File: src/rtl/matrix_host.sv
// Host-side driver for the matrix engine nibble protocol: serializes one command
// as 23 nibbles, then collects the 9-word result burst onto a valid/ready port.
module matrix_host #(
  parameter int TIMEOUT = 64,
  parameter int GAP     = 2
) (
  input  logic         CLK,
  input  logic         RESET,
  input  logic         CMD_VALID,
  output logic         CMD_READY,
  input  logic [35:0]  CMD_A,
  input  logic [35:0]  CMD_B,
  input  logic [19:0]  CMD_NUM,
  output logic         IN_VALID,
  output logic [3:0]   IN,
  input  logic         OUT_VALID,
  input  logic [15:0]  OUT,
  output logic         RES_VALID,
  input  logic         RES_READY,
  output logic [143:0] RES,
  output logic         RES_ERR
);

  // state    | meaning
  // ST_IDLE  | ready for a command
  // ST_SEND  | shifting 23 nibbles onto IN
  // ST_WAIT  | waiting for the first OUT_VALID, timeout running
  // ST_RECV  | collecting the remaining result words
  // ST_DONE  | result presented, waiting for RES_READY
  // ST_HOLD  | idle gap before accepting the next command
  typedef enum logic [2:0] {
    ST_IDLE, ST_SEND, ST_WAIT, ST_RECV, ST_DONE, ST_HOLD
  } state_t;

  state_t        state_q, state_d;
  logic [91:0]   shreg_q, shreg_d;
  logic [15:0]   cnt_q, cnt_d;
  logic [143:0]  res_d;
  logic          err_d;

  // One shared down-counter: nibbles left, timeout, words left, or gap cycles.
  always_comb begin
    state_d = state_q;
    shreg_d = shreg_q;
    cnt_d   = cnt_q;
    res_d   = RES;
    err_d   = RES_ERR;
    case (state_q)
      ST_IDLE: begin
        if (CMD_VALID) begin
          shreg_d = {CMD_A, CMD_B, CMD_NUM};
          res_d   = '0;
          err_d   = 1'b0;
          cnt_d   = 16'd22;
          state_d = ST_SEND;
        end
      end
      ST_SEND: begin
        shreg_d = {shreg_q[87:0], 4'h0};
        if (cnt_q == 16'd0) begin
          cnt_d   = 16'(TIMEOUT - 1);
          state_d = ST_WAIT;
        end else begin
          cnt_d = cnt_q - 16'd1;
        end
      end
      ST_WAIT: begin
        if (OUT_VALID) begin
          res_d   = {RES[127:0], OUT};
          cnt_d   = 16'd8;
          state_d = ST_RECV;
        end else if (cnt_q == 16'd0) begin
          err_d   = 1'b1;
          state_d = ST_DONE;
        end else begin
          cnt_d = cnt_q - 16'd1;
        end
      end
      ST_RECV: begin
        if (OUT_VALID) begin
          res_d = {RES[127:0], OUT};
          cnt_d = cnt_q - 16'd1;
          if (cnt_q == 16'd1) state_d = ST_DONE;
        end else begin
          // Short burst: push the partial words up so the first word sits at the top.
          res_d   = RES << {cnt_q[3:0], 4'b0000};
          err_d   = 1'b1;
          state_d = ST_DONE;
        end
      end
      ST_DONE: begin
        if (RES_READY) begin
          if (GAP == 0) begin
            state_d = ST_IDLE;
          end else begin
            cnt_d   = 16'(GAP - 1);
            state_d = ST_HOLD;
          end
        end
      end
      ST_HOLD: begin
        if (cnt_q == 16'd0) state_d = ST_IDLE;
        else                cnt_d   = cnt_q - 16'd1;
      end
      default: state_d = ST_IDLE;
    endcase
  end

  // Outputs are registered from the next-state values so none depend combinationally on inputs.
  always_ff @(posedge CLK or posedge RESET) begin
    if (RESET) begin
      state_q   <= ST_IDLE;
      shreg_q   <= '0;
      cnt_q     <= '0;
      RES       <= '0;
      RES_ERR   <= 1'b0;
      CMD_READY <= 1'b1;
      IN_VALID  <= 1'b0;
      IN        <= 4'h0;
      RES_VALID <= 1'b0;
    end else begin
      state_q   <= state_d;
      shreg_q   <= shreg_d;
      cnt_q     <= cnt_d;
      RES       <= res_d;
      RES_ERR   <= err_d;
      CMD_READY <= (state_d == ST_IDLE);
      IN_VALID  <= (state_d == ST_SEND);
      IN        <= (state_d == ST_SEND) ? shreg_d[91:88] : 4'h0;
      RES_VALID <= (state_d == ST_DONE);
    end
  end

endmodule
File: config.mk
export PLATFORM = sky130hd
export DESIGN_NAME = matrix_host
export DESIGN_NICKNAME = d
export VERILOG_FILES = /design/src/rtl/matrix_host.sv
export SDC_FILE = /design/constraint.sdc
export NUM_CORES = 1
export LEC_CHECK = 0
export CORE_UTILIZATION = 58
export DETAILED_ROUTE_END_ITERATION = 10
export GPL_TIMING_DRIVEN = 1
export PLACE_DENSITY_LB_ADDON = 0.05
export SLEW_MARGIN = 20
export SYNTH_ARGS = -nofsm -noshare
export SYNTH_HDL_FRONTEND = slang
export SYNTH_SLANG_ARGS = --single-unit
File: constraint.sdc
create_clock -name CLK -period 25.5 [get_ports CLK]
set_clock_uncertainty 0.05 [all_clocks]
set_input_delay 3.825 -clock CLK [delete_from_list [all_inputs] [get_ports CLK]]
set_output_delay 3.825 -clock CLK [all_outputs]
set_load 0.03 [all_outputs]
# Word-level counts from Yosys, hierarchy flattened
# Cells that the tools add are included.
# W data, S select, Z words.
dict set report totals {
  elab_cells 65
  romBits 0
  latch_bits 0
  mem_count 0
  mem_bits_rw 0
  reg_bits 263
  out_inout_bits 152
}
dict set report classes {
  eq_ne 15
  n_reduce_logical 10
  bitwise_logic 0
  n_mul 0
  magnitude_cmp 0
  n_shift 1
  n_mux 28
  div_mod_pow 0
  addsub 1
}
# op n
set op_table {}
lappend op_table {{$mux W144} 3}
lappend op_table {{$pmux W144 S3} 1}
lappend op_table {{$pmux W92 S2} 1}
lappend op_table {{$shl A144 B8 Y144} 1}
lappend op_table {{$mux W16} 6}
lappend op_table {{$pmux W16 S6} 1}
lappend op_table {{$mux W92} 1}
lappend op_table {{$mux W3} 8}
lappend op_table {{$pmux W3 S6} 1}
lappend op_table {{$eq A16 B1 Y1 const B} 1}
lappend op_table {{$logic_not A16 Y1} 1}
lappend op_table {{$sub A16 B1 Y16 const B} 1}
lappend op_table {{$ne A2 B2 Y1 const B} 7}
lappend op_table {{$eq A3 B3 Y1 const B} 3}
lappend op_table {{$eq A3 B1 Y1 const B} 2}
lappend op_table {{$eq A3 B2 Y1 const B} 2}
lappend op_table {{$logic_not A3 Y1} 2}
lappend op_table {{$reduce_bool A6 Y1} 1}
lappend op_table {{$reduce_and A5 Y1} 1}
lappend op_table {{$mux W1} 4}
lappend op_table {{$mux W4} 1}
lappend op_table {{$reduce_and A4 Y1} 1}
lappend op_table {{$pmux W1 S3} 1}
lappend op_table {{$reduce_and A3 Y1} 1}
lappend op_table {{other kinds (3)} 3}

# Logic depth before layout (Yosys ltp)
dict set report depth {
  word_depth 6
  ltp_mapped 14
  mapped_depth_nobuf 10
}

# Worst setup path before layout
# Ideal clock, no wire load.
dict set report synth_timing {
  kind {input to register}
  startpoint {input port OUT_VALID}
  endpoint {register RES[0]}
  cell_stages 8
  setup_slack_ps 20157
  arrival_time_ps 5172
  setup_ps 121
  path_cell_list {and4bb_2 > buf_2 > and2_1 > and3_1 > buf_2 > a21o_1 > buf_6 > a22o_1}
}
dict set report synth_via {
  elab_chain_len 2
  elab_cells_between_ends 4
}
# item line
set synth_lines {}
lappend synth_lines {{start: declaration} 16} ;# input logic OUT_VALID,
lappend synth_lines {{$mux W144 or $ne A2 B2 Y1 (tied branches)} -}
lappend synth_lines {{$pmux W144 S3 or $reduce_and A3 Y1 (tied branches)} -}
lappend synth_lines {{end signal: assignment} 125} ;# RES <= res_d;
lappend synth_lines {{end: declaration} 20} ;# output logic [143:0] RES,
# Several ways; a longest one is shown, not always the timed one.
# A chain may end at the register's enable or synchronous reset.

# Worst setup path after layout
dict set report layout_timing {
  startpoint {input port OUT_VALID}
  endpoint {register RES[4]}
}
# Same word-level chain as after synthesis.

==> results.py <==
metrics = {
    "critical_path": {
        "crit_type": "in2reg",
        "startpoint": "OUT_VALID",
        "critPathMaxFanout": 102,
        "reg2reg_from": "state_q[2]$_DFF_PP0_",
        "required_ns": 25.93,
        "timing.critical_path.from_type": "primary input",
        "end_kind": "flip-flop",
        "cp.arrival_ns": 7.52,
    },
    "synth": {
        "synth-seq-area-share_pct": 42.95,
        "synth_ff_type": "dfrtp_1",
        "synthCells": 1544,
        "netlist_top_cells_area": "dfrtp_1, a22o_1, mux2i_1",
        "syn-cell-area_mm2": 0.01533,
        "syn_nets": 1665,
        "ys_types": 69,
        "yosys.area.top_type": "dfrtp_1",
        "ys_ff_latch": 263,
        "synth_top_cell_area_share_pct": 42.78,
        "yosys_warnings": 0,
        "async_flop_share_pct": 100.0,
        "synth_edf_count": 0,
        "postSynthAreaPerCell_um2": 9.926,
    },
    "grt": {
        "grt_max_degree": 134,
        "first_global_vias": 13250,
        "grt_util_met1_pct": 45.21,
        "grt.overflow.total": 0,
        "grt_pass1_wl_um": 72110,
        "met3_usage_pct": 8.639,
        "grt_util_met2_pct": 52.25,
        "grt_usage_pct": 33.41,
        "top_usage_layer": "met2",
        "antenna_found_initial": 2,
    },
    "floorplanning": {
        "die_x_um": 164.6,
        "core-area_mm2": 0.02598,
        "rows": 59,
        "dieArea_mm2": 0.02708,
        "die_y_um": 164.6,
        "pin_count": 265,
        "start_util_pct": 58.98,
    },
    "clocking": {
        "cts_tree": "done",
        "cts-root-buf": "clkbuf_16",
        "cts_resized": 0,
        "numCtsBuffers": 29,
        "cts_sinks": 263,
        "cts_buffer_depth": 3,
        "cts_hold_buf": 0,
        "clk_pin_slew_ns": 0.06,
        "htree_levels": 1,
        "clock_latency_ns": 0.56,
        "cts_setup_buffers": 0,
    },
    "cells_and_area": {
        "drive_gt1_share_pct": 7.292,
        "area_growth_pct": 23.58,
        "fin_nets": 1826,
        "nFillCells": 1984,
        "final-instance-count-excl-fill": 2064,
        "stdcell_area_mm2": 0.01894,
    },
    "worst_hold_path": {
        "hp-class": "reg2reg",
        "hp-start": "shreg_q[51]$_DFFE_PP0P_",
    },
    "placement": {
        "io_buffers": 264,
        "placed_cell_area_mm2": 0.01795,
        "gp_congestion": 0.8956,
        "hpwl_um": 27800,
        "pre_cts_ws_ns": 18.01,
        "place_inst": 2009,
    },
    "power": {
        "cellLeakagePower_uw": 0.008068,
        "total_power_uw": 1843,
        "ir_drop_mv": 0.07526,
        "p_per_area_mw_per_mm2": 97.31,
    },
    "detailed_routing": {
        "vias_per_cell": 6.751,
        "ant_nets": 0,
        "routed_wl_um": 45830,
        "dr.first_iter.drc_count": 1746,
        "drc": 0,
        "num_vias": 13940,
        "drt_first_pass_iters": 6,
        "detail_route.wl_per_cell_um": 22.20,
    },
    "sta": {
        "period_share_pct": 27.80,
        "slew_viol_final": 0,
        "worst_slack_ns": 18.41,
        "worstMarginPinSlew_ns": 1.138,
        "setup_tns_ns": 0,
        "final_hold_viol_count": 0,
        "fmax_ghz": 0.1411,
        "relSlewSlack_pct": 24.12,
        "finalCriticalPeriod_ns": 7.090,
        "setup_viol": 0,
        "grt_setup_unrepaired": "no",
    },
    "run": {
        "maxCapViolations": 0,
    },
    "outcome": {
        "outcome": "completed",
    },
}
[report_power, final]
| part | switching, µW | internal [µW] | leakage, µW |
|---|---|---|---|
| clock network | 174 | 260 | 0.000489 |
| registers | 97.1 | 491 | 0.00357 |
| logic | 508 | 314 | 0.00400 |
[synth_stat cells (17+ instances only)]
cell and instances:
a21oi_1 40, a22o_1 195, a22oi_1 120, a31oi_1 28, a32oi_1 17, buf_1 17, buf_2 35, clkbuf_1 93
dfrtp_1 262, mux2i_1 157, nand2_1 170, nor2_1 51, o21ai_0 149, o21ai_1 20
[layout by cell type, fill, tap and decap left out, drive strengths merged, types with 12 or more instances in the layout]
cell,netlist,routed
o21ai,170,170
buf,61,20
inv,12,12
mux2,14,14
nor2,52,52
mux2i,157,157
nand3,14,14
a21oi,41,41
a32oi,17,17
nand2,170,170
a22oi,120,120
clkdlybuf4s50,0,264
mux4,16,16
dfrtp,262,262
clkbuf,93,42
a22o,195,195
a31oi,28,28
[routing by layer]
metal / routed length (µm) / vias to the layer above
li1: - / 6259
met1: 18680 / 6853
met2: 21380 / 719
met3: 4670 / 102
met4: 1086 / 2
met5: 10 / -
[kinds of logic after synthesis]
family,Yosys count,synth area share [%]
compound gates,627,29.25
xor+xnor,2,0.1143
fa+ha+maj,9,0.7185
buf+inv,166,4.645
flops,263,42.95
mux,187,13.63
simple gates,290,8.686
[cell type report]
type                       count  area (µm²)  share of cell area, %
tap                          335       419.2                  2.213
clock buffer                  42       844.6                  4.459
timing repair buffer         284        2793                  14.75
clock inverter                12       145.1                 0.7663
sequential                   263        6590                  34.80
multi-input combinational   1115        8092                  42.72
antenna                        1       2.502                0.01321
inverter                      12       53.80                 0.2841
[worst max-delay path, cell delays in order]
cell and delay, ns:
clkdlybuf4s50_1 0.60, a211o_1 0.45, a21oi_4 0.79, buf_4 1.00, a21o_1 0.57, a22o_1 0.23
[flip-flops by register name (all words and copies together) (netlist names)]
register	flops
state_q	3
shreg_q	92
RES_ERR	1
RES	144
IN	4
RES_VALID	1
cnt_q	16
CMD_READY	1
IN_VALID	1
[stage by stage]
| step | hold slack, ns | util, % |
|---|---|---|
| 6_report | 0.4555 | 72.89 |
| 2_1_floorplan | 0.4073 | - |
| 5_1_grt | 0.4674 | 72.88 |
| 3_3_place_gp | 0.4302 | 69.07 |
| 4_1_cts | 0.4522 | 72.88 |
| 3_5_place_dp | 0.4304 | 69.07 |
[worst paths after layout]
kind,to,slack [ns],cells after the start
hold reg to reg,shreg_q[51]$_DFFE_PP0P_,0.46,1
hold / removal,shreg_q[51]$_DFFE_PP0P_,0.46,1
setup / recovery,RES[4]$_DFFE_PP0P_,18.41,6
min in group asynchronous,RES[124]$_DFFE_PP0P_,3.78,2
max in group asynchronous,cnt_q[0]$_DFFE_PP0P_,20.00,3
setup reg to reg,RES[4]$_DFFE_PP0P_,21.11,6
(Power assumes the default switching activity.)
